### src/rtl/reg_file_sb_if.sv
// ============================================================================
// reg_file_sb_if : writeback, read-operand and issue signals of reg_file_sb
// Rev 1.0
// ============================================================================
`default_nettype none

interface reg_file_sb_if #(
    parameter int XLEN   = 32,
    parameter int ADDR_W = 5
);
    logic              wr_en;
    logic [ADDR_W-1:0] rd_addr;
    logic [XLEN-1:0]   rd_data;
    logic [ADDR_W-1:0] rs1_addr;
    logic [ADDR_W-1:0] rs2_addr;
    logic [XLEN-1:0]   rs1_data;
    logic [XLEN-1:0]   rs2_data;
    logic              rs1_busy;
    logic              rs2_busy;
    logic              iss_en;
    logic [ADDR_W-1:0] iss_addr;
    logic              iss_err;
    logic [ADDR_W:0]   busy_cnt;

    modport master (
        output wr_en, rd_addr, rd_data, rs1_addr, rs2_addr, iss_en, iss_addr,
        input  rs1_data, rs2_data, rs1_busy, rs2_busy, iss_err, busy_cnt
    );

    modport slave (
        input  wr_en, rd_addr, rd_data, rs1_addr, rs2_addr, iss_en, iss_addr,
        output rs1_data, rs2_data, rs1_busy, rs2_busy, iss_err, busy_cnt
    );
endinterface

`default_nettype wire

### src/rtl/reg_file_sb.sv
// ============================================================================
// reg_file_sb : integer register file with writeback bypass and busy scoreboard
// Rev 1.0
// ============================================================================
`default_nettype none

module reg_file_sb #(
    parameter int          XLEN    = 32,
    parameter int          ADDR_W  = 5,
    parameter int          SP_IDX  = 2,
    parameter int unsigned SP_INIT = 4096,
    parameter int          BYPASS  = 1
) (
    input  logic         clk,
    input  logic         rst_n,
    reg_file_sb_if.slave bus
);
    localparam int NREGS     = 2 ** ADDR_W;
    localparam int CNT_W     = ADDR_W + 1;
    localparam bit BYPASS_ON = (BYPASS != 0);

    logic [XLEN-1:0]  r_mem [NREGS];
    logic [NREGS-1:0] r_busy;
    logic [CNT_W-1:0] r_busy_cnt;

    logic             w_clr;
    logic             w_set;
    logic             w_inc;
    logic             w_dec;
    logic             w_rs1_hit;
    logic             w_rs2_hit;
    logic [NREGS-1:0] w_busy_nxt;

    assign w_clr = bus.wr_en  && (bus.rd_addr  != '0);
    assign w_set = bus.iss_en && (bus.iss_addr != '0);

    // A new producer on the written address keeps the bit set, so no decrement.
    assign w_inc = w_set && !r_busy[bus.iss_addr];
    assign w_dec = w_clr && r_busy[bus.rd_addr] && !(w_set && (bus.iss_addr == bus.rd_addr));

    always_comb begin
        w_busy_nxt = r_busy;
        if (w_clr) w_busy_nxt[bus.rd_addr]  = 1'b0;
        if (w_set) w_busy_nxt[bus.iss_addr] = 1'b1;
    end

    always_ff @(posedge clk or negedge rst_n) begin
        if (!rst_n) begin
            for (int i = 0; i < NREGS; i++) begin
                r_mem[i] <= (i == SP_IDX) ? XLEN'(SP_INIT) : '0;
            end
            r_busy     <= '0;
            r_busy_cnt <= '0;
        end else begin
            if (w_clr) r_mem[bus.rd_addr] <= bus.rd_data;
            r_busy     <= w_busy_nxt;
            r_busy_cnt <= r_busy_cnt + CNT_W'(w_inc) - CNT_W'(w_dec);
        end
    end

    assign w_rs1_hit = BYPASS_ON && bus.wr_en && (bus.rd_addr == bus.rs1_addr);
    assign w_rs2_hit = BYPASS_ON && bus.wr_en && (bus.rd_addr == bus.rs2_addr);

    assign bus.rs1_data = (bus.rs1_addr == '0) ? '0 :
                          w_rs1_hit ? bus.rd_data : r_mem[bus.rs1_addr];
    assign bus.rs2_data = (bus.rs2_addr == '0) ? '0 :
                          w_rs2_hit ? bus.rd_data : r_mem[bus.rs2_addr];

    assign bus.rs1_busy = (bus.rs1_addr != '0) && r_busy[bus.rs1_addr] && !w_rs1_hit;
    assign bus.rs2_busy = (bus.rs2_addr != '0) && r_busy[bus.rs2_addr] && !w_rs2_hit;

    // WAW is advisory; a writeback landing on the same address hides it.
    assign bus.iss_err  = w_set && r_busy[bus.iss_addr] &&
                          !(bus.wr_en && (bus.rd_addr == bus.iss_addr));
    assign bus.busy_cnt = r_busy_cnt;
endmodule

`default_nettype wire

### src/flat_wrapper.sv
// flat-port wrapper written by rule: the top's interface ports become plain ports
module reg_file_sb_flat 
#(
    parameter int          XLEN    = 32,
    parameter int          ADDR_W  = 5,
    parameter int          SP_IDX  = 2,
    parameter int unsigned SP_INIT = 4096,
    parameter int          BYPASS  = 1
)
  (clk, rst_n, bus_wr_en, bus_rd_addr, bus_rd_data, bus_rs1_addr, bus_rs2_addr, bus_iss_en, bus_iss_addr, bus_rs1_data, bus_rs2_data, bus_rs1_busy, bus_rs2_busy, bus_iss_err, bus_busy_cnt);
  reg_file_sb_if #(.XLEN(XLEN), .ADDR_W(ADDR_W)) bus_i ();
  input  logic clk;
  input  logic rst_n;
  input wire logic [$bits(bus_i.wr_en)-1:0] bus_wr_en;
  input wire logic [$bits(bus_i.rd_addr)-1:0] bus_rd_addr;
  input wire logic [$bits(bus_i.rd_data)-1:0] bus_rd_data;
  input wire logic [$bits(bus_i.rs1_addr)-1:0] bus_rs1_addr;
  input wire logic [$bits(bus_i.rs2_addr)-1:0] bus_rs2_addr;
  input wire logic [$bits(bus_i.iss_en)-1:0] bus_iss_en;
  input wire logic [$bits(bus_i.iss_addr)-1:0] bus_iss_addr;
  output wire logic [$bits(bus_i.rs1_data)-1:0] bus_rs1_data;
  output wire logic [$bits(bus_i.rs2_data)-1:0] bus_rs2_data;
  output wire logic [$bits(bus_i.rs1_busy)-1:0] bus_rs1_busy;
  output wire logic [$bits(bus_i.rs2_busy)-1:0] bus_rs2_busy;
  output wire logic [$bits(bus_i.iss_err)-1:0] bus_iss_err;
  output wire logic [$bits(bus_i.busy_cnt)-1:0] bus_busy_cnt;
  assign bus_i.wr_en = bus_wr_en;
  assign bus_i.rd_addr = bus_rd_addr;
  assign bus_i.rd_data = bus_rd_data;
  assign bus_i.rs1_addr = bus_rs1_addr;
  assign bus_i.rs2_addr = bus_rs2_addr;
  assign bus_i.iss_en = bus_iss_en;
  assign bus_i.iss_addr = bus_iss_addr;
  assign bus_rs1_data = bus_i.rs1_data;
  assign bus_rs2_data = bus_i.rs2_data;
  assign bus_rs1_busy = bus_i.rs1_busy;
  assign bus_rs2_busy = bus_i.rs2_busy;
  assign bus_iss_err = bus_i.iss_err;
  assign bus_busy_cnt = bus_i.busy_cnt;
  reg_file_sb #(.XLEN(XLEN), .ADDR_W(ADDR_W), .SP_IDX(SP_IDX), .SP_INIT(SP_INIT), .BYPASS(BYPASS)) u_core (.clk(clk), .rst_n(rst_n), .bus(bus_i));
endmodule
### config.mk
export PLATFORM = sky130hd
export DESIGN_NAME = reg_file_sb_flat
export DESIGN_NICKNAME = d
export VERILOG_FILES = /design/src/rtl/reg_file_sb_if.sv /design/src/rtl/reg_file_sb.sv /design/src/flat_wrapper.sv
export SDC_FILE = /design/constraint.sdc
export NUM_CORES = 2
export LEC_CHECK = 0
export ABC_AREA = 0
export CAP_MARGIN = 5
export CORE_ASPECT_RATIO = 1.2
export CORE_UTILIZATION = 50
export CTS_BUF_LIST = sky130_fd_sc_hd__clkbuf_8
export CTS_CLUSTER_DIAMETER = 150
export DETAILED_ROUTE_END_ITERATION = 8
export PLACE_DENSITY = 0.67
export SETUP_SLACK_MARGIN = 0.4
export SLEW_MARGIN = 0
export SYNTH_ARGS = -nofsm -noshare
export SYNTH_HDL_FRONTEND = slang
export SYNTH_SLANG_ARGS = --single-unit
### constraint.sdc
create_clock -name clk -period 3.1 [get_ports clk]
set_input_delay 0.465 -clock clk [delete_from_list [all_inputs] [get_ports clk]]
set_output_delay 0.465 -clock clk [all_outputs]
set_load 0.03 [all_outputs]
After elaboration in Yosys (flattened, before gate mapping) --
Cells that the tools add are included.
Word-level totals: output and inout port bits 73, word-level logic and storage cells 112, input port bits 56, register bits 1062
Cells by class: equal/unequal tests 4, reduce and logical (&&, ||, !) cells 29, multiplexer cells 27, $add $sub $neg 2, bitwise operators 6, magnitude comparators 10
Operators with widths (number):
- 1024-bit bitwise mux | 1
- 32-bit two-way mux | 11
- 32-bit binary-select mux with 5-bit select | 2
- 32-bit demux with 5-bit select | 1
- 32-bit AND | 1
- 32-bit NOT | 1
- 32-bit bitwise OR | 1
- 5-bit by 6-bit < comparator with 1-bit output (second input constant) | 4
- 1-bit binary-select mux with 5-bit select | 4
- 5-bit equality test | 4
- 5-bit nonzero test | 4
- 6-bit >= comparator (second input constant) | 3
- 1-bit logical AND | 18
- 5-bit NOT with 6-bit output | 3
- 1-bit demux with 5-bit select | 2
- 5-bit by 1-bit >= comparator with 1-bit output (second input constant) | 2
- 5-bit logical NOT | 2
- 6-bit by 1-bit adder with 6-bit output | 1
- 6-bit by 1-bit < comparator with 1-bit output (second input constant) | 1
- 1-bit two-way mux | 6
- 6-bit by 1-bit subtractor with 6-bit output | 1
- 1-bit logical NOT | 5

Depth between registers and ports, before layout --
depth after elaboration 9, gate-level depth with buffers 15, gate-level depth less buffers 13

Worst setup path after synthesis --
No wires, ideal clock.
path type input-to-reg, start in bus_rd_addr[1], end reg u_core.r_busy_cnt[4] (netlist: u_core.bus.busy_cnt[4]), data arrival time 3.182 ns, data required time 3.020 ns, library setup time 0.080 ns, buffers on the path 2, stages 14, path slack -0.162 ns, cells stage by stage buf_2 > buf_1 > mux4_2 > a22o_1 > a221oi_1 > a31oi_1 > ha_1 > inv_1 > ha_1 > fa_1 > a21oi_1 > nor2_1 > nor2_1 > xnor2_1
Between the ends: longest elaborated chain between the ends 5, elaborated cells on any way between the ends 10, those cells by class 1 x add/sub; 1 x eq/ne; 2 x mux; 6 x reduce/logical
Ends and longest elaborated chain:
- start, declared | RTL line flat_wrapper.sv:15 | input wire logic [$bits(bus_i.rd_addr)-1:0] bus_rd_addr;
- 1-bit binary-select mux with 5-bit select, or another cell as far along | RTL line reg_file_sb.sv:39 | assign w_dec = w_clr && r_busy[bus.rd_addr] && !(w_set && (bus.iss_addr == bus.rd_addr));
- 1-bit two-way mux (implied by the code), or another cell as far along | RTL line reg_file_sb.sv:39
- 1-bit logical AND / 1-bit logical NOT (equally long branches) | RTL line reg_file_sb.sv:39
- 1-bit logical AND * | RTL line reg_file_sb.sv:39
- 6-bit by 1-bit subtractor with 6-bit output * | RTL line reg_file_sb.sv:57 | r_busy_cnt <= r_busy_cnt + CNT_W'(w_inc) - CNT_W'(w_dec);
- end signal, assigned | RTL line reg_file_sb.sv:57
- end, declared | RTL line reg_file_sb.sv:24 | logic [CNT_W-1:0] r_busy_cnt;
Mark *: on every way between the ends. The rest lies on a longest branch, timed or not. The select of a mux whose other input is x is not followed. A chain may end at the register's enable or synchronous reset.

Worst setup path in the final report --
start reg u_core.r_busy[7], end out bus_iss_err
Between the ends: longest elaborated chain between the ends 4
Ends and longest elaborated chain:
- start, declared | RTL line reg_file_sb.sv:23 | logic [NREGS-1:0] r_busy;
- start signal, assigned | RTL line reg_file_sb.sv:56 | r_busy <= w_busy_nxt;
- 1-bit binary-select mux with 5-bit select | RTL line reg_file_sb.sv:73 | assign bus.iss_err = w_set && r_busy[bus.iss_addr] &&
- 1-bit two-way mux (implied by the code) | RTL line reg_file_sb.sv:73
- 1-bit logical AND (2 in a row) | RTL line reg_file_sb.sv:73
- end, declared | RTL line flat_wrapper.sv:25 | output wire logic [$bits(bus_i.iss_err)-1:0] bus_iss_err;
Every way passes these cells. The select of a mux whose other input is x is not followed.

==> impl_metrics.json <==
{
  "worst_slack_ns": -0.4013,
  "ios": 129,
  "period_minus_slack_ns": 3.501,
  "syn_area_per_cell_um2": 14.41,
  "drt_pass1_iterations": 6,
  "final-setup-viol-count": 29,
  "clk_latency_ns": 0.91,
  "syn_nets": 4077,
  "synth_area_leader_cell": "dfrtp_1",
  "vias_per_cell": 6.739,
  "worst_pin_slew_ns": 1.019,
  "ctsLongestPathBuffers": 3,
  "grt_max_degree": 110,
  "seq_power_share": 0.439,
  "violations": "setup timing",
  "route.detailed.drc": 0,
  "io_buffer_count": 128,
  "cts_sinks": 1062,
  "ys_types": 69,
  "grt_pass1_wl_um": 287800,
  "cts_tree": "built",
  "clkPwrFrac": 0.299,
  "vias": 40870,
  "swShare": 0.2985,
  "cp.required_ns": 2.63,
  "timing.hold.ws_ns": 0.1220,
  "fin_total_pwr_mw": 42.31,
  "maxCapViolCount": 0,
  "fin_area_um2": 70550,
  "p_leak_nw": 31.01,
  "dieArea_um2": 117100,
  "grt-ovfl-total": 0,
  "arrival_ns": 3.04,
  "core_um2": 114700,
  "die_y_um": 374.6,
  "ant_nets": 0,
  "area_growth_pct": 21.94,
  "p_int_mw": 29.68,
  "fmaxAchievable_ghz": 0.2856,
  "maxSlewHeadroom": 0.3152,
  "grt_usage": 0.3356,
  "critPathMaxFanout": 2,
  "yosys.cell_count.top_type": "dfrtp_1",
  "start_util": 0.5045,
  "netlist.area_leader.share": 0.4589,
  "cts.reportedPaths.clkPinSlew_ns": 0.06,
  "nNetsFinal": 4475,
  "fin_crit_sh": 1.129,
  "end_kind": "primary output",
  "place_congestion": 0.9448,
  "drv_slew": 0,
  "async_flop_share": 1.000,
  "cts_root_buf": "clkbuf_8",
  "finish.utilization": 0.6151,
  "antenna_found_initial": 4,
  "row_count": 136,
  "peakVddDrop_mv": 0.4614,
  "nFillCells": 8694,
  "finClkSkew_ns": 0.02853,
  "numCtsBuffers": 176,
  "synth_cells": 4014,
  "wire_per_inst_um": 32.15,
  "ff2ff_setup_slack_ns": -0.11,
  "finalHoldViolCount": 0,
  "hpwl_um": 126000,
  "pwr-share-comb": 0.262,
  "rsz0062_at_grt": "true",
  "synth-main-ff-cell": "dfrtp_1",
  "fp.dieW_um": 312.5,
  "ys_warn_count": 0,
  "drt_iter0_markers": 3930,
  "cts-htree-levels": 4,
  "synthTopCellsByCount": "dfrtp_1 (1,061), mux2_2 (1,019), mux4_2 (449), mux2i_1 (219), clkbuf_1 (217)",
  "drive_gt1_frac": 0.5814,
  "syn_area_um2": 57860,
  "wl_um": 195000,
  "ys_seq_area_frac": 0.4594,
  "startpoint_type": "register",
  "path_class": "reg2out",
  "netSwitchingPower_mw": 12.63,
  "placed_area_um2": 64660,
  "status": "finished, violations left",
  "ys_ff_latch": 1062,
  "cellPowerDensity_nw_per_um2": 599.7,
  "synthTopCellsByArea": "dfrtp_1 (46%), mux2_2 (20%), mux4_2 (17%)",
  "grt_pass1_vias": 42420,
  "synth-edff-count": 0,
  "dpl_worst_slack_ns": -0.6333,
  "hold_path.class": "in2async"
}
-- timing repair --
item / 4_1_cts / 5_1_grt
resized for setup: 304 / 63
hold buffers: 1 / 0
gates cloned: 8 / 0
endpoints found under the hold margin: 110 / 0
pin swaps: 158 / 53
setup buffers: 67 / 19
setup endpoints to repair: 72 / 72
-- stage by stage --
| stage | TNS (ns) | cells |
|---|---|---|
| 2_1_floorplan | 0 | 4014 |
| 3_3_place_gp | -10.81 | 5657 |
| 3_5_place_dp | -14.92 | 5657 |
| 4_1_cts | -4.482 | 6043 |
| 5_1_grt | -5.794 | 6063 |
| 6_report | -3.539 | 6064 |
-- flip-flops by register name, summed over array words and instances (netlist names) --
| signal | cells |
|---|---|
| u_core.r_mem | 1024 |
| u_core.bus.busy_cnt | 6 |
| u_core.r_busy | 32 |
-- placed cells by master, fill, tap and decap left out, types with 48 or more instances in the layout --
master and instances:
buf_4 384, o22ai_1 54, mux4_2 449, buf_12 189, inv_1 66, o21ai_0 48
mux2_2 1018, dfrtp_1 1052, clkbuf_8 219, nand2_1 50, mux2i_1 212
-- cell type report --
class / instances / area, µm² / share of cell area
inverter: 15 / 60.06 / 0.0008513
tap: 1518 / 1899 / 0.02692
clock buffer: 219 / 3014 / 0.04272
multi-input combinational: 2481 / 30420 / 0.4311
sequential: 1062 / 26590 / 0.3769
timing repair buffer: 676 / 8040 / 0.1140
clock inverter: 91 / 529.3 / 0.007502
antenna: 2 / 5.005 / 0.00007094
-- critical path, cell delays in order (launching register included) --
cell and delay, ns:
dfrtp_2 0.43, mux4_2 0.48, a22oi_2 0.17, nand3_1 0.10
or4_4 0.50, buf_6 0.13, o2111a_1 0.16, buf_6 0.16
-- power by group through the flow --
stage	logic (mW)	clock network (mW)	registers, mW
6_report	11.1	12.7	18.6
5_1_grt	11.7	13.4	18.9
3_3_place_gp	9.90	0	18.5
2_1_floorplan	6.92	0	18.1
4_1_cts	10.9	12.9	18.5
3_5_place_dp	10.1	0	18.7
-- path summary, 6_finish.rpt --
path,from,cells past startpoint,end
max reg2reg,u_core.r_busy[19],14,u_core.bus.busy_cnt[4]
min in group clk,bus_iss_en,4,u_core.r_busy[16]
min,rst_n,2,u_core.r_mem[645]
min reg2reg,u_core.r_mem[1001],0,u_core.r_mem[1001]
max in group asynchronous,rst_n,5,u_core.r_mem[810]
max,u_core.r_busy[7],7,bus_iss_err
-- per-layer routing --
| layer | track usage | wire length, µm | vias up | part of all wire |
|---|---|---|---|---|
| li1 | - | - | 16400 | - |
| met5 | 0 | 27 | - | 0.00014 |
| met3 | 0.07399 | 16510 | 632 | 0.085 |
| met1 | 0.4272 | 73390 | 21590 | 0.38 |
| met4 | 0.1855 | 11920 | 4 | 0.061 |
| met2 | 0.5342 | 93140 | 2242 | 0.48 |
-- logic make-up (layout without fill, tap and decap cells) --
family                   count (synthesis)  after routing  synth area share
AO/OA/AOI/OAI                          510            510           0.06202
buffers and inverters                  471           1001           0.04007
multiplexers                          1688           1688            0.4115
other                                    0              2                 0
flip-flops                            1062           1062            0.4594
AND/OR/NAND/NOR                        256            256           0.02243
adder cells (fa/ha/maj)                  7              7          0.001644
XOR/XNOR                                20             20          0.003027
(Power assumes the default switching activity.)
